**config.mk**
```make
export PLATFORM = sky130hd
export DESIGN_NAME = pfc_quad_encoder
export DESIGN_NICKNAME = d
export VERILOG_FILES = /design/src/rtl/pfc_qenc_pkg.sv /design/src/rtl/pfc_qenc_channel.sv /design/src/rtl/pfc_quad_encoder.sv
export SDC_FILE = /design/constraint.sdc
export NUM_CORES = 1
export LEC_CHECK = 0
export CAP_MARGIN = 40
export CORE_ASPECT_RATIO = 1.4
export CORE_UTILIZATION = 30
export DETAILED_ROUTE_END_ITERATION = 7
export REMOVE_ABC_BUFFERS = 1
export SYNTH_ARGS = -nofsm -noshare
export SYNTH_HDL_FRONTEND = slang
export SYNTH_SLANG_ARGS = --single-unit
```
**constraint.sdc**
```tcl
create_clock -name pfc_clk -period 7.2 [get_ports pfc_clk]
set_input_delay 1.44 -clock pfc_clk [delete_from_list [all_inputs] [get_ports pfc_clk]]
set_output_delay 1.44 -clock pfc_clk [all_outputs]
set_load 0.02 [all_outputs]
```
**src/rtl/pfc_qenc_pkg.sv**
```systemverilog
`default_nettype none
// ============================================================================
// Module      : pfc_qenc_pkg
// Description : Shared definitions for the PFC quadrature encoder peripheral:
//               pfcif command op codes, register addresses, ID constant,
//               command field positions and the Gray-to-phase helper.
// Ports       : none (package)
// Revision    : 1.0 - initial release
// ============================================================================
package pfc_qenc_pkg;

    typedef enum logic [1:0] {
        OP_IDLE  = 2'b00,
        OP_READ  = 2'b01,
        OP_WRITE = 2'b10,
        OP_RSVD  = 2'b11
    } op_e;

    localparam logic [2:0] ADDR_COUNT0 = 3'd0;
    localparam logic [2:0] ADDR_STATUS = 3'd4;
    localparam logic [2:0] ADDR_CTRL   = 3'd5;
    localparam logic [2:0] ADDR_RSVD   = 3'd6;
    localparam logic [2:0] ADDR_ID     = 3'd7;

    localparam logic [31:0] ID_VALUE = 32'h51454E43;

    localparam int CMD_W       = 37;
    localparam int CMD_OP_HI   = 36;
    localparam int CMD_OP_LO   = 35;
    localparam int CMD_ADDR_HI = 34;
    localparam int CMD_ADDR_LO = 32;
    localparam int CMD_DATA_HI = 31;
    localparam int CMD_DATA_LO = 0;

    localparam int CTRL_INV_LSB = 8;

    // Map a filtered {A,B} level onto its position in the quadrature cycle
    // 00 -> 0, 01 -> 1, 11 -> 2, 10 -> 3 so a step is a modular difference.
    function automatic logic [1:0] gray_to_phase(input logic [1:0] ab);
        return {ab[1], ab[1] ^ ab[0]};
    endfunction

endpackage
`default_nettype wire

```
**src/rtl/pfc_qenc_channel.sv**
```systemverilog
`default_nettype none
// ============================================================================
// Module      : pfc_qenc_channel
// Description : One quadrature channel: 2-FF synchroniser, stability filter,
//               Gray-step decoder, 32-bit position counter, sticky error flag.
// Ports       : clk, rst            - clock, synchronous active-high reset
//               i_enc_a, i_enc_b    - asynchronous encoder phases
//               i_enable, i_invert  - count enable, direction invert
//               i_preset_we/_data   - load counter (wins over a step)
//               i_err_clr           - clear error flag (loses to a new error)
//               o_count, o_err      - live count and sticky error
// Revision    : 1.0 - initial release
// ============================================================================
module pfc_qenc_channel
    import pfc_qenc_pkg::*;
#(
    parameter int FILTER_LEN = 4
) (
    input  logic        clk,
    input  logic        rst,
    input  logic        i_enc_a,
    input  logic        i_enc_b,
    input  logic        i_enable,
    input  logic        i_invert,
    input  logic        i_preset_we,
    input  logic [31:0] i_preset_data,
    input  logic        i_err_clr,
    output logic [31:0] o_count,
    output logic        o_err
);

    localparam logic [3:0] c_filter_len = 4'(FILTER_LEN);

    logic [1:0]  r_sync1;
    logic [1:0]  r_sync2;
    logic [1:0]  r_cand;
    logic [3:0]  r_run;
    logic [1:0]  r_filt;
    logic        r_primed;
    logic [31:0] r_count;
    logic        r_err;

    logic [3:0]  w_run;
    logic        w_accept;
    logic        w_valid;
    logic [1:0]  w_delta;
    logic        w_fwd;
    logic        w_rev;
    logic        w_illegal;
    logic        w_up;
    logic        w_dn;

    always_comb begin
        // Length of the run of identical synchronised samples including this
        // one; saturates so a long-stable level never re-triggers acceptance.
        w_run = 4'd1;
        if (r_sync2 == r_cand) begin
            w_run = (r_run == c_filter_len) ? r_run : r_run + 4'd1;
        end
        // Until primed there is no current level, so any stable run is taken.
        w_accept  = (w_run == c_filter_len) && (!r_primed || (r_sync2 != r_filt));
        w_valid   = w_accept && r_primed;
        w_delta   = gray_to_phase(r_sync2) - gray_to_phase(r_filt);
        w_fwd     = w_valid && (w_delta == 2'd1);
        w_rev     = w_valid && (w_delta == 2'd3);
        w_illegal = w_valid && (w_delta == 2'd2);
        w_up      = i_invert ? w_rev : w_fwd;
        w_dn      = i_invert ? w_fwd : w_rev;
    end

    always_ff @(posedge clk) begin
        if (rst) begin
            r_sync1  <= 2'b00;
            r_sync2  <= 2'b00;
            r_cand   <= 2'b00;
            r_run    <= 4'd0;
            r_filt   <= 2'b00;
            r_primed <= 1'b0;
            r_count  <= 32'd0;
            r_err    <= 1'b0;
        end else begin
            r_sync1 <= {i_enc_a, i_enc_b};
            r_sync2 <= r_sync1;
            r_cand  <= r_sync2;
            r_run   <= w_run;
            if (w_accept) begin
                r_filt   <= r_sync2;
                r_primed <= 1'b1;
            end
            if (i_preset_we) begin
                r_count <= i_preset_data;
            end else if (i_enable && w_up) begin
                r_count <= r_count + 32'd1;
            end else if (i_enable && w_dn) begin
                r_count <= r_count - 32'd1;
            end
            if (w_illegal) begin
                r_err <= 1'b1;
            end else if (i_err_clr) begin
                r_err <= 1'b0;
            end
        end
    end

    assign o_count = r_count;
    assign o_err   = r_err;

endmodule
`default_nettype wire

```
**src/rtl/pfc_quad_encoder.sv**
```systemverilog
`default_nettype none
// ============================================================================
// Module      : pfc_quad_encoder
// Description : pfcif peripheral with CHANNELS quadrature decoders. Decodes
//               the 37-bit command bus into register accesses and returns
//               registered 32-bit read data.
// Ports       : pfc_clk, pfc_reset  - clock, synchronous active-high reset
//               pfc_cmd [36:0]      - {op[1:0], addr[2:0], wdata[31:0]}
//               pfc_resp[31:0]      - read data, updated only by reads
//               enc_a, enc_b        - asynchronous encoder phases
//               enc_err             - sticky illegal-transition flags
// Revision    : 1.0 - initial release
// ============================================================================
module pfc_quad_encoder
    import pfc_qenc_pkg::*;
#(
    parameter int CHANNELS   = 4,
    parameter int FILTER_LEN = 4
) (
    input  logic                pfc_clk,
    input  logic                pfc_reset,
    input  logic [CMD_W-1:0]    pfc_cmd,
    output logic [31:0]         pfc_resp,
    input  logic [CHANNELS-1:0] enc_a,
    input  logic [CHANNELS-1:0] enc_b,
    output logic [CHANNELS-1:0] enc_err
);

    op_e                w_op;
    logic [2:0]         w_addr;
    logic [31:0]        w_wdata;
    logic               w_wr;
    logic               w_rd;
    logic [31:0]        w_count [CHANNELS];
    logic [CHANNELS-1:0] w_err;
    logic [31:0]        w_rdata;

    logic [CHANNELS-1:0] r_ctrl_en;
    logic [CHANNELS-1:0] r_ctrl_inv;
    logic [31:0]         r_resp;

    // Reserved op 11 falls through as idle because it matches neither decode.
    assign w_op    = op_e'(pfc_cmd[CMD_OP_HI:CMD_OP_LO]);
    assign w_addr  = pfc_cmd[CMD_ADDR_HI:CMD_ADDR_LO];
    assign w_wdata = pfc_cmd[CMD_DATA_HI:CMD_DATA_LO];
    assign w_wr    = (w_op == OP_WRITE);
    assign w_rd    = (w_op == OP_READ);

    generate
        for (genvar c = 0; c < CHANNELS; c++) begin : g_chan
            pfc_qenc_channel #(
                .FILTER_LEN (FILTER_LEN)
            ) u_chan (
                .clk           (pfc_clk),
                .rst           (pfc_reset),
                .i_enc_a       (enc_a[c]),
                .i_enc_b       (enc_b[c]),
                .i_enable      (r_ctrl_en[c]),
                .i_invert      (r_ctrl_inv[c]),
                .i_preset_we   (w_wr && (w_addr == 3'(c))),
                .i_preset_data (w_wdata),
                .i_err_clr     (w_wr && (w_addr == ADDR_STATUS) && w_wdata[c]),
                .o_count       (w_count[c]),
                .o_err         (w_err[c])
            );
        end
    endgenerate

    always_comb begin
        w_rdata = 32'd0;
        case (w_addr)
            ADDR_STATUS: w_rdata[CHANNELS-1:0] = w_err;
            ADDR_CTRL: begin
                w_rdata[CHANNELS-1:0]               = r_ctrl_en;
                w_rdata[CTRL_INV_LSB +: CHANNELS]   = r_ctrl_inv;
            end
            ADDR_ID:   w_rdata = ID_VALUE;
            ADDR_RSVD: w_rdata = 32'd0;
            default: begin
                // COUNT slots without a channel behind them read as zero.
                for (int c = 0; c < CHANNELS; c++) begin
                    if (w_addr == 3'(c)) begin
                        w_rdata = w_count[c];
                    end
                end
            end
        endcase
    end

    always_ff @(posedge pfc_clk) begin
        if (pfc_reset) begin
            r_ctrl_en  <= '0;
            r_ctrl_inv <= '0;
            r_resp     <= 32'd0;
        end else begin
            if (w_wr && (w_addr == ADDR_CTRL)) begin
                r_ctrl_en  <= w_wdata[CHANNELS-1:0];
                r_ctrl_inv <= w_wdata[CTRL_INV_LSB +: CHANNELS];
            end
            if (w_rd) begin
                r_resp <= w_rdata;
            end
        end
    end

    assign pfc_resp = r_resp;
    assign enc_err  = w_err;

endmodule
`default_nettype wire

```
==> parameters.txt <==
Parameter                              Value

Status
  Outcome    finished clean

Detailed routing
  Total wire length    53830 um
  Remaining DRCs    0
  DRC marker count from the first detailed-route iteration    962
  Detailed-route via count    15.74k
  Number of vias per cell    5.542
  Antenna-violating nets left    0
  TritonRoute pass-1 iters    5
  Mean routed wirelength per cell    18.96 um

Synthesis
  Distinct cells, synth    80
  Most common cell in the synthesized netlist    nor2_1
  Mean post-synth cell area    8.065 um^2
  Top-area cell type share of the netlist area    26.87%
  Top FF cell, synth    dfxtp_1
  Sequential-to-total area share from yosys stat    26.87%
  Area leader, netlist    dfxtp_1
  Post-synthesis register bit count    224
  EDFF count, synth    0
  Number of synthesis warnings    0
  Synth cell count leaders    249 x nor2_1, 224 x dfxtp_1, 219 x nand2_1, 156 x a21oi_1, 132 x ha_1
  Post-synthesis instance total    2069
  Largest cells by area after synthesis    dfxtp_1 27%, ha_1 9.9%, nor2_1 5.6%
  Ys async rst share    0%
  Post-synthesis instance area    16690 um^2

Cells and area
  Layout-stage area growth over the synthesis result    14.82%
  Post-layout nets    2284
  Filler cells    5691
  Share of post-route cells with drive strength above 1    6.513%
  Number of diodes added for antenna fixing    0
  Post-route cell area    19160 um^2

Place
  Routability Congestion    0.9136
  Post-place instance area    18290 um^2
  Detailed placement HPWL    40920 um
  Count of input and output buffers    82

Clock tree
  Worst-Skew Late Latency    0.57 ns
  Deepest clock path buffer count    3
  Clock tree from TritonCTS    yes
  Post-CTS Setup Repair Bufs    0
  Count of hold-fix buffers inserted at cts    0
  Clock sinks    224
  Root buffer cell    clkbuf_16
  Clock transition at path regs    0.06 ns
  Post-cts sizing count    0
  Count of H-tree levels built during CTS    1
  Number of clock buffers inserted by TritonCTS    25

Die
  Initial Util    30.56%
  Placement row count    101
  Overall die area    56580 um^2
  I/O pin cnt    83
  Placeable core area    54590 um^2
  Die width    201.3 um
  Chip Height    281.1 um

Setup path
  Worst r2r src    g_chan[2].u_chan.r_run[0]$_SDFF_PP0_
  Largest delay share family, worst path    compound AO/OA/AOI/OAI gates
  Count of buffering cells on the critical path with inverters included    3
  Cell-by-cell trace of the critical path    inv_1, ha_1, nor3b_1, o21ai_0, a2111oi_2, o211a_1, and3b_1, buf_4, nand2_1, buf_4, ha_1, a21oi_1, o211ai_1, a22oi_1, o21ai_0, a2111oi_0, nor3_1, or3_1, nand3_1, nor3b_1
  Required @ worst endpoint    7.67 ns
  Largest fanout on the critical path    31
  Startpoint types    flop
  CP max stage delay    0.69 ns
  Worst Setup Path Type    reg -> reg
  Cell with the largest stage delay on the worst path    a2111oi_2
  Arr. time, crit path    6.43 ns
  Critical Path Source    g_chan[2].u_chan.r_run[0]$_SDFF_PP0_
  Worst setup EP type    flop

Timing
  Final slew viol count    0
  Final setup viols    0
  Clock period minus final worst setup slack    5.954 ns
  Period utilisation layout    82.70%
  RSZ-0062 raised after global routing    false
  Total count of hold-check failures in the final report    0
  Slew @ Worst Pin    0.8539 ns
  Highest clock frequency the design can meet    167.9 MHz
  Clock skew after layout    0.02979 ns
  Worst slew margin relative to its limit    43.01%
  Final setup TNS    0 ns

GRT
  GRT Total Usage    18.75%
  Global-route wire length before repair    85150 um
  Via count of the first global-routing pass    15.56k
  Largest net degree at the start of global routing    162
  GRT overflow    0
  Antenna violations before repair    0

Power and ir drop
  Peak supply drop    0.1528 mV
  Leakage component of the power    0.007719 uW
  Power density over the cells    178.0 nW/um^2

Job
  Total of max-cap violations    0

Hold path
  Type of the most critical hold path    reg -> reg
  Min-delay src    g_chan[0].u_chan.r_sync1[0]$_SDFF_PP0_
[placed cells by master (no fill, tap or decap), types with 57 or more instances in the layout]
| master | count |
|---|---|
| a311oi_1 | 61 |
| a21oi_1 | 156 |
| clkdlybuf4s50_1 | 79 |
| ha_1 | 132 |
| o21ai_0 | 109 |
| nand2_1 | 219 |
| nor2_1 | 247 |
| xnor2_1 | 68 |
| dfxtp_1 | 224 |
| inv_1 | 57 |
| a211oi_1 | 60 |
[worst paths after layout]
path / end / slack (ns) / cells past startpoint
setup / recovery: g_chan[2].u_chan.o_count[31]$_SDFFE_PP0P_ / 1.25 / 20
hold / removal: g_chan[0].u_chan.r_sync2[0]$_SDFF_PP0_ / 0.43 / 1
setup reg to reg: g_chan[2].u_chan.o_count[31]$_SDFFE_PP0P_ / 1.25 / 20
hold reg to reg: g_chan[0].u_chan.r_sync2[0]$_SDFF_PP0_ / 0.43 / 1
[where the power goes]
part | internal (uW) | total [uW] | switching, uW
combinational | 303 | 703 | 401
sequential | 1270 | 1310 | 34.8
clock | 838 | 1400 | 561
[logic make-up after synthesis]
| family | synth area share (%) |
|---|---|
| flip-flops | 26.87 |
| adder cells (fa/ha/maj) | 10.38 |
| AND/OR/NAND/NOR | 20.18 |
| XOR/XNOR | 6.351 |
| buffers and inverters | 3.862 |
| multiplexers | 6.426 |
| AO/OA/AOI/OAI | 25.93 |
[state kept, by name (all words and copies together) (netlist names)]
signal	count
g_chan.u_chan.o_count	128
pfc_resp	32
g_chan.u_chan.r_run	16
g_chan.u_chan.r_cand	8
g_chan.u_chan.r_filt	8
g_chan.u_chan.r_sync1	8
g_chan.u_chan.r_sync2	8
g_chan.u_chan.o_err	4
g_chan.u_chan.r_primed	4
r_ctrl_en	4
r_ctrl_inv	4
[per-layer routing]
layer  vias up  part of all wire (%)  global-route usage [%]
met5         -                     0                       0
met4         0                   3.7                   7.129
li1       7697                     -                       -
met1      7567                    42                   22.91
met2       377                    50                   33.84
met3        98                   4.3                   1.635
[area by class of cell]
cell class	instances	area, um^2	share of cell area, %
clock buffers	38	724.4	3.781
clock inverters	7	150.1	0.7836
inverters	57	214.0	1.117
multi-input cells	1681	11580	60.44
flip-flops and latches	224	4484	23.40
well taps	721	902.1	4.708
repair buffers	112	1105	5.766
[worst register-to-register path: stages (launching register included)]
cell and delay (ns):
dfxtp_1 0.38, inv_1 0.09, ha_1 0.19, nor3b_1 0.19, o21ai_0 0.13, a2111oi_2 0.69
o211a_1 0.33, and3b_1 0.21, buf_4 0.34, nand2_1 0.09, buf_4 0.27, ha_1 0.33
a21oi_1 0.21, o211ai_1 0.25, a22oi_1 0.41, o21ai_0 0.28, a2111oi_0 0.67, nor3_1 0.15
or3_1 0.40, nand3_1 0.09, nor3b_1 0.16
[stage by stage]
stage / power (uW) / std cells / hold WS, ns / setup WS, ns / utilization [%]
3_5_place_dp: 2029 / 2795 / 0.4325 / 1.341 / 33.49
4_1_cts: 3438 / 2840 / 0.4435 / 1.281 / 35.10
5_1_grt: 3561 / 2840 / 0.4564 / 0.9088 / 35.10
6_report: 3411 / 2840 / 0.4338 / 1.246 / 35.10
3_3_place_gp: 2019 / 2790 / 0.4155 / 1.225 / 33.32
2_1_floorplan: 1800 / 1962 / 0.4138 / 1.599 / -
(Power assumes the default switching activity.)
